===== src/rtl/bp_be_ctxt_switch_ctrl.sv =====
// Context-switch initiator: validates a target thread, drains the pipe, strobes CTXT, reports done.
// Optional round-robin quantum preemption compiled in with BP_BE_CTXT_PREEMPT_TIMER_EN.
`ifndef BSG_SAFE_CLOG2
`define BSG_SAFE_CLOG2(x) (((x) == 1) ? 1 : $clog2(x))
`endif

module bp_be_ctxt_switch_ctrl #(
  parameter int unsigned num_threads_p     = 1,
  parameter int unsigned thread_id_width_p = `BSG_SAFE_CLOG2(num_threads_p),
  parameter int unsigned quantum_p         = 1024
) (
  input  logic                         clk_i,
  input  logic                         reset_i,
  input  logic                         req_v_i,
  input  logic [thread_id_width_p-1:0] req_thread_i,
  output logic                         req_ready_o,
  input  logic [thread_id_width_p-1:0] cur_thread_i,
  input  logic                         pipe_empty_i,
  output logic                         stall_o,
  output logic                         csr_write_ctxt_v_o,
  output logic [thread_id_width_p-1:0] csr_write_ctxt_data_o,
  output logic                         flush_o,
  output logic                         done_v_o,
  output logic                         done_err_o
);

  if (quantum_p < 2) begin : g_bad_quantum
    $error("quantum_p must be at least 2");
  end

  typedef enum logic [1:0] {
    IDLE   = 2'd0,
    DRAIN  = 2'd1,
    SWITCH = 2'd2,
    RESP   = 2'd3
  } state_e;

  state_e                         r_state;
  logic [thread_id_width_p-1:0]   r_target;
  logic                           r_internal;
  logic                           r_stall;
  logic                           r_wr_v;
  logic [thread_id_width_p-1:0]   r_wr_data;
  logic                           r_flush;
  logic                           r_done_v;
  logic                           r_done_err;

  logic                           w_idle;
  logic                           w_accept_ext;
  logic                           w_req_int;
  logic                           w_accept;
  logic [thread_id_width_p-1:0]   w_req_target;
  logic                           w_tgt_err;
  logic                           w_tgt_same;

  assign w_idle       = (r_state == IDLE) & ~reset_i;
  assign req_ready_o  = w_idle;
  assign w_accept_ext = req_v_i & w_idle;

`ifdef BP_BE_CTXT_PREEMPT_TIMER_EN
  localparam int unsigned cnt_width_lp = $clog2(quantum_p);

  logic [cnt_width_lp-1:0]      r_cnt;
  logic                         w_expire;
  logic [31:0]                  w_inc;
  logic [thread_id_width_p-1:0] w_int_target;

  assign w_expire     = (r_cnt == cnt_width_lp'(quantum_p - 1));
  assign w_inc        = 32'(cur_thread_i) + 32'd1;
  assign w_int_target = (w_inc >= num_threads_p) ? '0 : w_inc[thread_id_width_p-1:0];
  // External requests win an expiry cycle; the internal one is simply dropped.
  assign w_req_int    = w_idle & w_expire & ~req_v_i;
  assign w_req_target = w_accept_ext ? req_thread_i : w_int_target;

  always_ff @(posedge clk_i) begin
    if (reset_i) begin
      r_cnt <= '0;
    end else if (w_accept_ext | w_req_int) begin
      r_cnt <= '0;
    end else if (w_idle) begin
      r_cnt <= r_cnt + 1'b1;
    end
  end
`else
  assign w_req_int    = 1'b0;
  assign w_req_target = req_thread_i;
`endif

  assign w_accept   = w_accept_ext | w_req_int;
  assign w_tgt_err  = (32'(w_req_target) >= num_threads_p);
  assign w_tgt_same = (w_req_target == cur_thread_i);

  // Outputs are registered alongside the state so each is a pure state decode.
  always_ff @(posedge clk_i) begin
    if (reset_i) begin
      r_state    <= IDLE;
      r_target   <= '0;
      r_internal <= 1'b0;
      r_stall    <= 1'b0;
      r_wr_v     <= 1'b0;
      r_wr_data  <= '0;
      r_flush    <= 1'b0;
      r_done_v   <= 1'b0;
      r_done_err <= 1'b0;
    end else begin
      case (r_state)
        IDLE: begin
          if (w_accept) begin
            r_target   <= w_req_target;
            r_internal <= w_req_int;
            r_stall    <= 1'b1;
            if (w_tgt_err) begin
              r_state    <= RESP;
              r_done_v   <= ~w_req_int;
              r_done_err <= 1'b1;
            end else if (w_tgt_same) begin
              r_state    <= RESP;
              r_done_v   <= ~w_req_int;
              r_done_err <= 1'b0;
            end else begin
              r_state <= DRAIN;
            end
          end
        end
        DRAIN: begin
          if (pipe_empty_i) begin
            r_state   <= SWITCH;
            r_wr_v    <= 1'b1;
            r_wr_data <= r_target;
            r_flush   <= 1'b1;
          end
        end
        SWITCH: begin
          r_state    <= RESP;
          r_wr_v     <= 1'b0;
          r_wr_data  <= '0;
          r_flush    <= 1'b0;
          r_done_v   <= ~r_internal;
          r_done_err <= 1'b0;
        end
        RESP: begin
          r_state    <= IDLE;
          r_stall    <= 1'b0;
          r_done_v   <= 1'b0;
          r_done_err <= 1'b0;
        end
        default: begin
          r_state <= IDLE;
        end
      endcase
    end
  end

  assign stall_o               = r_stall;
  assign csr_write_ctxt_v_o    = r_wr_v;
  assign csr_write_ctxt_data_o = r_wr_data;
  assign flush_o               = r_flush;
  assign done_v_o              = r_done_v;
  assign done_err_o            = r_done_err;

endmodule


===== config.mk =====
export PLATFORM = sky130hd
export DESIGN_NAME = bp_be_ctxt_switch_ctrl
export DESIGN_NICKNAME = d
export VERILOG_FILES = /design/src/rtl/bp_be_ctxt_switch_ctrl.sv
export SDC_FILE = /design/constraint.sdc
export NUM_CORES = 1
export LEC_CHECK = 0
export CAP_MARGIN = 25
export CELL_PAD_IN_SITES_DETAIL_PLACEMENT = 0
export CELL_PAD_IN_SITES_GLOBAL_PLACEMENT = 1
export CORE_AREA = 2 2 39 41
export CTS_BUF_LIST = sky130_fd_sc_hd__clkbuf_4 sky130_fd_sc_hd__clkbuf_8
export CTS_CLUSTER_DIAMETER = 150
export CTS_CLUSTER_SIZE = 8
export DETAILED_ROUTE_END_ITERATION = 10
export DIE_AREA = 0 0 41 43
export DONT_BUFFER_PORTS = 1
export PLACE_DENSITY_LB_ADDON = 0.12
export RECOVER_POWER = 100
export SLEW_MARGIN = 20
export SYNTH_ARGS = -nofsm -noshare
export SYNTH_HDL_FRONTEND = slang
export SYNTH_SLANG_ARGS = --single-unit

===== constraint.sdc =====
create_clock -name clk_i -period 3.4 [get_ports clk_i]
set_input_delay 0.68 -clock clk_i [delete_from_list [all_inputs] [get_ports clk_i]]
set_output_delay 0.68 -clock clk_i [all_outputs]
set_load 0.005 [all_outputs]

* Word level (Yosys, flattened, before mapping)
Cells that the tools add are included.
** Storage, ports and cells
- Bits of input ports :: 6
- Logic and storage cells :: 49
- Bits in registers :: 8
** Cells by class
- Muxes and demuxes :: 19
- Reductions and logical operators :: 12
- Magnitude comparators :: 1
- Bitwise gates (word level) :: 3
- Equal/unequal tests :: 7
** Operators by type and width (number)
- $mux 1 :: 9
- $mux 2 :: 4
- $pmux 1 s2 :: 4
- $pmux 2 s4 :: 1
- $reduce_and 2->1 :: 4
- $reduce_and 3->1 :: 2
- $reduce_bool 2->1 :: 3
- $eq 2x2->1 const B :: 2
- $ne 2x2->1 const B :: 2
- $ne 3x3->1 const B :: 1
- $pmux 1 s3 :: 1
- $reduce_bool 3->1 :: 1
- $and 1x1->1 :: 2
- $eq 2x1->1 const B :: 1
- $logic_not 2->1 :: 1
- $reduce_or 2->1 :: 1
- $eq 1x1->1 :: 1
- $ge 1x1->1 const B :: 1
- $not 1->1 :: 1

* Longest topological paths before layout
Gate-level depths: netlist (run 1).
- Depth in word-level cells :: 5
- Gate-level depth with buffers :: 6

* Worst setup path after synthesis (run 1)
OpenSTA, ideal clock, no wires.
- Path kind :: input -> output
- Start point :: in reset_i
- End point :: out req_ready_o
- Stages :: 2
- Slack :: 1719 ps
- Data required time :: 2720 ps
- Arrival :: 1001 ps
- Path buffers :: 1
- Cells stage by stage :: clkbuf_1 nor2_1
** On the way
- Longest elaborated chain between the ends :: 2
** RTL lines
- start, declared :: RTL line 13 : input logic reset_i,
- $not 1->1 :: RTL line 56 : assign w_idle = (r_state == IDLE) & ~reset_i;
- $and 1x1->1 :: RTL line 56
- end, declared :: RTL line 16 : output logic req_ready_o,
No other way between the ends.

* Worst setup path after layout (run 1)
- Start point :: reg r_state[0]
- End point :: out req_ready_o
** On the way
- Longest elaborated chain between the ends :: 2
** RTL lines
- start, declared :: RTL line 38 : state_e r_state;
- start signal, assigned :: RTL line 96 : r_state <= IDLE;
- start signal, assigned :: RTL line 113 : r_state <= RESP;
- start signal, assigned :: RTL line 117 : r_state <= RESP;
- $logic_not 2->1 :: RTL line 56
- $and 1x1->1 :: RTL line 56
No other way between the ends.

==> metrics.txt, run 1 <==
status=finished, final reports clean; net count of the mapped netlist=65; final WL=999 um; CTS tree=done; maximum clock path buffer count=2; Crit. End Element=output port; fmax=approximately 540 MHz; worst endpoint required time=2.72 ns; syn_area_per_cell=8.48 sq um; 1st-iter DRT viols=5; commonest non-fill, non-tap cells in the layout=10 x nor2_1, 8 x dfxtp_1, 6 x a21oi_1; WHS=0.487 ns; GRT Total Usage=a little over an eighth; Worst path max stage delay=0.34 ns; port bufs=0; CTS buffer count=3; Multi-input gate area=256 sq um; core area=1380 sq um; crit path DAT=1.16 ns; Max Cap Violations=0; number of synthesized register bits=8; post-synthesis adder-cell area fraction=a little over an eighth; worst min path class=reg2reg; initial antenna violation count=0; vias in the first global route=351; minimum clock period=between 1.5 and 2 ns; Sink Count=8; routability cong.=0.799; Cell Chain, Critical Path=inv_1, ha_1, inv_1, nor2_1; fill count=150; Power Total=between 0.0004 and 0.0005 W; Initial Utilization=about a third; cell area after synthesis=458 sq um; Vias per Instance=5.13; Layout Nets=68; clk root buf=clkbuf_4; Max Slew Vio Count=0; RSZ-0062 raised after global routing=false; largest family of logic cells by synthesized area=compound AO/OA/AOI/OAI gates; cell mode on critical path=inv_1; ant diodes=0; Yosys Warn Count=0; Reg clk slew, reported paths=0.06 ns; # rows=14; Simple-Gate Fraction of Synth Area=21.6%; die area=1760 sq um; Period Utilization, post-route=54.1%; Sequential Area=160 sq um; Post-CTS Resized=0; DP HPWL=781 um; compound-gate portion of the synthesized area=approximately 22%; leading area contributor after synthesis=dfxtp_1; Final TNS setup=0 ns; Pwr Density=around 900 nW/um^2; insertion delay to the later sink of the worst-skew pair=0.25 ns; Post-Synthesis Cells=54; Post-Synth XOR/XNOR Area=0%; I/O Pins=13; Max FO, Critical Path=5; CP top delay family=flip-flops; share of layout cells above drive strength 1=7.27%; maximum vdd drop=0.275 mV; drt wl/cell=14.1 um; remaining global-route overflow=0; Hold Buf Count CTS=0; largest net degree at the start of global routing=12; post-synthesis mux area share=2.19%; Startpoint Class=register; residual DRC count=0; Final Setup Violations=0; drt first pass iters=4; Final Hold Fails=0; Distinct cells, synth=21; Final ANT Viol Nets=0; Yosys top cell area share=35.0%; Die X=41 um; Leakage=0.201 nW; Worst-Margin Slew=0.449 ns; critical path's slowest cell=dfxtp_1; H-tree levels=1; Post-CTS Setup Bufs=0; DIE HEIGHT=43 um; register area share after synthesis=35.0%; CP bufs+invs=2; commonest non-fill, non-tap cell in the layout=nor2_1; critical path class=reg2out; Worst Skew=0.00526 ns; top cells by area, synth=dfxtp_1 35%, ha_1 14%, nor2_1 8.2%, a21oi_1 6.6%, o21ai_4 3.6%; Layout area overhead=3.55%; global-route wire length before repair=1500 um; vias post-DR=364; Slew HR=between 60% and 70%
==> where the power goes <==
part           switching [W]  total [W]  internal (W)
clock network      0.0000337  0.0000742     0.0000405
logic               0.000123   0.000201     0.0000787
registers          0.0000263   0.000151      0.000125
total               0.000183   0.000427      0.000244
==> synth_stat cells (all sizes together) <==
cell type,number
a211oi,1
a21boi,1
a21oi,6
a22oi,1
a311oi,1
a31o,1
buf,1
clkbuf,1
dfxtp,8
ha,5
inv,4
mux2i,1
nand2,4
nand2b,3
nand3,1
nor2,10
nor2b,1
nor4b,1
o21ai,3
==> path summary, 6_finish.rpt <==
path / start / slack, ns / depth (start not counted) / end
setup / recovery: r_state[0] / 1.56 / 4 / req_ready_o
hold / removal: r_target / 0.49 / 2 / r_target
setup reg to reg: r_state[1] / 1.79 / 6 / r_state[0]
hold reg to reg: r_target / 0.49 / 2 / r_target
==> cells by family after synthesis <==
| logic type | after synthesis |
|---|---|
| compound gates | 14 |
| fa+ha+maj | 5 |
| buf+inv | 6 |
| flops | 8 |
| mux | 1 |
| simple gates | 20 |
==> registers in the layout (all words and copies together), names as in the netlist <==
name                   flops
r_state                    2
csr_write_ctxt_data_o      1
r_target                   1
flush_o                    1
done_err_o                 1
stall_o                    1
done_v_o                   1
==> worst reg2reg max path, stage by stage, from the launching register on <==
cell and delay, ns:
dfxtp_1 0.38, inv_1 0.10, ha_1 0.23, nand2b_1 0.14, a21boi_0 0.38, nor2_1 0.08
a211oi_1 0.23
==> area by class of cell <==
class                   count  share of cell area (%)
clock buffers               3                    4.75
flip-flops and latches      8                    33.8
well taps                  16                    4.22
multi-input cells          40                    54.1
inverters                   4                    3.17
==> metal layers <==
| metal | track usage (%) | wire [um] | share of wire (%) |
|---|---|---|---|
| met1 | 14.6 | 411 | 41 |
| met5 | 0 | 0 | 0 |
| met2 | 20.3 | 508 | 51 |
| met4 | 10.0 | 4 | 0.40 |
| met3 | 3.14 | 75 | 7.5 |
==> metrics by stage <==
stage	area [sq um]	utilization, %	worst slack (ns)	cells
detailed placement	467	33.7	1.76	68
finish	474	34.3	1.56	71
floorplan	458	-	1.72	54
global placement	467	33.7	1.81	68
CTS	489	35.4	1.46	71
global route	474	34.3	1.45	71
Power figures use the tool's default switching activity.
==> inputs of run 2 (changes only) <==
==> constraint.sdc (replaced) <==
create_clock -name clk_i -period 1.53 [get_ports clk_i]
set_input_delay 0.306 -clock clk_i [delete_from_list [all_inputs] [get_ports clk_i]]
set_output_delay 0.306 -clock clk_i [all_outputs]
set_load 0.005 [all_outputs]
==> metrics.txt, run 2 (same netlist as run 1, synthesis figures left out) <==
critical path's slowest cell=dfxtp_1; Die X=41 um; Period Utilization, post-route=between 90% and 100%; status=finished, final reports clean; DIE HEIGHT=~43 um; Layout area overhead=9.84%; Initial Utilization=around a third; Top reg by flops=r_state; Crit. End Element=output port; worst endpoint required time=1.22 ns; CTS tree=done; ant diodes=0; Startpoint Class=register; routability cong.=0.728; share of layout cells above drive strength 1=~15%; Max Slew Vio Count=0; fmax=a little under 700 MHz; crit path DAT=1.13 ns; Worst Skew=0.000351 ns; minimum clock period=1.44 ns; commonest non-fill, non-tap cells in the layout=10 x nor2_1, 7 x dfxtp_1, 6 x a21oi_1; CP bufs+invs=2; Leakage=0.206 nW; Power Total=between 0.001 and 0.0015 W; clk root buf=clkbuf_4; Pwr Density=2000 nW/um^2; Reg clk slew, reported paths=0.05 ns; Vias per Instance=a little under 5; Final Hold Fails=0; max reg flops=2; GRT Total Usage=13.0%; Cell Chain, Critical Path=inv_1, ha_4, inv_1, nor2_1; Final TNS setup=0 ns; commonest non-fill, non-tap cell in the layout=nor2_1; Final Setup Violations=0; Slew HR=between 80% and 90%; final WL=898 um; DP HPWL=~740 um; RSZ-0062 raised after global routing=false; drt wl/cell=12.6 um; Final ANT Viol Nets=0; vias post-DR=between 300 and 400; 1st-iter DRT viols=5; core area=1380 sq um; maximum vdd drop=just under 0.6 mV; cell mode on critical path=inv_1; Max Cap Violations=0; R2R Setup Slk=0.14 ns; vias in the first global route=between 300 and 400; I/O Pins=13; CP top delay family=flip-flops; port bufs=0; Worst path max stage delay=0.34 ns; global-route wire length before repair=1430 um; Sink Count=8; Layout Nets=68; # rows=14; drt first pass iters=4; remaining global-route overflow=0; maximum clock path buffer count=2; residual DRC count=0; insertion delay to the later sink of the worst-skew pair=0.25 ns; Worst-Margin Slew=0.297 ns; worst min path class=in2reg; Max FO, Critical Path=5; critical path class=reg2out; largest net degree at the start of global routing=12; die area=1760 sq um; r2r worst-path depth=6; CTS buffer count=3; cell depth of the worst setup path=4; H-tree levels=1; Hold Path Stages=1; initial antenna violation count=0; Post-CTS Setup Bufs=0
==> run 2: final timing paths <==
check | start | to
setup / recovery | r_state[0] | req_ready_o
hold / removal | reset_i | r_state[1]
setup reg to reg | r_state[1] | r_state[1]
hold reg to reg | r_target | r_target
==> run 2: layout make-up <==
type / count / area [sq um]
multi-input combinational: 40 / 284
fill: 142 / 881
inverter: 4 / 15.0
clock buffer: 3 / 22.5
sequential: 8 / 161
tap: 16 / 20.0
==> run 2: timing repair <==
item                       in CTS  in global routing
hold buffers                    0                  0
setup endpoints to repair       1                  1
resized for setup               1                  2
==> run 2: metrics by stage <==
stage	util (%)	area [sq um]	setup slack (ns)	instances	hold WS, ns
floorplan	-	458	0.253	54	0.437
global placement	33.7	467	0.173	68	0.378
detailed placement	33.7	467	0.113	68	0.382
CTS	35.5	492	0.0217	71	0.105
global route	36.3	503	0.00488	71	0.0868
finish	36.3	503	0.0933	71	0.114
==> run 2: per-layer routing <==
layer / share of wire [%] / wire (um) / global-route usage, % / vias up
met5: 0 / 0 / 0 / -
met4: 0.89 / 8 / 10.0 / 0
met3: 8.4 / 75 / 6.28 / 2
met2: 50 / 452 / 19.4 / 12
met1: 40 / 362 / 13.0 / 156
li1: - / - / - / 183
==> run 2: where the power goes <==
group	internal (W)	leakage, nW	switching [W]
Combinational	0.000220	0.126	0.000286
Clock	0.0000896	0.0138	0.0000698
Sequential	0.000281	0.0662	0.0000615
Total	0.000591	0.206	0.000417
==> inputs of run 3 (changes only) <==
==> constraint.sdc (replaced) <==
create_clock -name clk_i -period 1.6 [get_ports clk_i]
set_input_delay 0.32 -clock clk_i [delete_from_list [all_inputs] [get_ports clk_i]]
set_output_delay 0.32 -clock clk_i [all_outputs]
set_load 0.005 [all_outputs]
==> metrics.txt, run 3 (same netlist as run 1, synthesis figures left out) <==
status=finished, final reports clean; Pwr Density=1910 nW/um^2; commonest non-fill, non-tap cell in the layout=nor2_1; critical path's slowest cell=dfxtp_1; vias post-DR=around 350; Layout Nets=slightly below 70; cell mode on critical path=inv_1; DP HPWL=741 um; final WL=901 um; Worst path max stage delay=~0.34 ns; GRT Total Usage=13.0%; Hold Buf Count CTS=0; Crit. End Element=output port; Final Setup Violations=0; clk root buf=clkbuf_4; die area=1760 sq um; residual DRC count=0; # rows=14; ant diodes=0; worst min path class=in2reg; CTS tree=done; Reg clk slew, reported paths=0.05 ns; Top reg by flops=r_state; P_sw=0.000398 W; Leakage=0.205 nW; port bufs=0; fmax=a little under 700 MHz; remaining global-route overflow=0; Vias per Instance=just under 5; initial antenna violation count=0; core area=1380 sq um; Die X=41 um; maximum vdd drop=0.549 mV; fill count=142; vias in the first global route=355; Layout area overhead=9.56%; critical path class=reg2out; CP top delay family=flip-flops; Final Hold Fails=0; Startpoint Class=register; Post-CTS Setup Bufs=0; Slew HR=80.1%; Multi-input gate area=284 sq um; insertion delay to the later sink of the worst-skew pair=0.25 ns; Sink Count=8; max reg flops=2; I/O Pins=13; Initial Utilization=33.1%; sequential share of power=33.9%; Final ANT Viol Nets=0; CTS buffer count=3; minimum clock period=1.45 ns; WHS=0.134 ns; routability cong.=0.728; crit path DAT=1.13 ns; CP bufs+invs=2; post-placement cell count=between 60 and 70; H-tree levels=1; Cell Chain, Critical Path=inv_1, ha_4, inv_1, nor2_1; share of layout cells above drive strength 1=12.7%; worst endpoint required time=~1.3 ns; Period Utilization, post-route=about 91%; RSZ-0062 raised after global routing=false; Max Slew Vio Count=0; DIE HEIGHT=43 um; Post-CTS Resized=0; global-route wire length before repair=1430 um; Worst Skew=0.000209 ns; drt wl/cell=12.7 um; commonest non-fill, non-tap cells in the layout=10 x nor2_1, 8 x dfxtp_1, 6 x a21oi_1; switching part of the total=roughly two fifths; maximum clock path buffer count=2; Worst-Margin Slew=0.298 ns; combinational power share=50.2%; clock share of power=between 10% and 20%; 1st-iter DRT viols=4; internal power=0.000561 W; Final TNS setup=0 ns; drt first pass iters=4; Final Core Density=between 30% and 40%; Post-Layout Cell Count=71; Max FO, Critical Path=5; Max Cap Violations=0; largest net degree at the start of global routing=12; Sequential Area=about 160 sq um
run 3: changes by cell type in the layout (fill, tap and decap cells not counted):
cell     before  now
dfxtp_1       7    8
dfxtp_2       1    0
run 3: cell type report:
| cell class | instances | area share, % |
|---|---|---|
| multi-input cells | 40 | 56.6 |
| clock buffers | 3 | 4.49 |
| inverters | 4 | 2.99 |
| flip-flops and latches | 8 | 31.9 |
| well taps | 16 | 3.99 |
run 3: final timing paths:
| kind | to | cells after the start | from | slack, ns |
|---|---|---|---|---|
| max | req_ready_o | 4 | r_state[0] | 0.15 |
| min | stall_o | 1 | reset_i | 0.13 |
| max reg2reg | r_state[1] | 6 | r_state[1] | 0.16 |
| min reg2reg | r_target | 2 | r_target | 0.50 |
run 3: power groups by stage:
stage	clock network [W]	registers [W]	logic, W
finish	0.000153	0.000325	0.000482
global route	0.000179	0.000337	0.000545
floorplan	0	0.000312	0.000393
CTS	0.000164	0.000326	0.000451
detailed placement	0	0.000331	0.000448
global placement	0	0.000327	0.000426
run 3: metal layers:
layer | GRT usage [%] | up-vias | routed length, um
li1 | - | 183 | -
met1 | 13.0 | 155 | 368
met2 | 19.4 | 12 | 450
met3 | 6.28 | 2 | 75
met4 | 10.0 | 0 | 8
met5 | 0 | - | 0
run 3: per-stage QoR:
step           instance area, sq um  total power [W]  setup WS, ns
2_1_floorplan                   458         0.000705         0.323
3_3_place_gp                    467         0.000754         0.243
3_5_place_dp                    467         0.000779         0.183
4_1_cts                         489         0.000942       0.00845
5_1_grt                         502          0.00106        0.0480
6_report                        502         0.000959         0.148
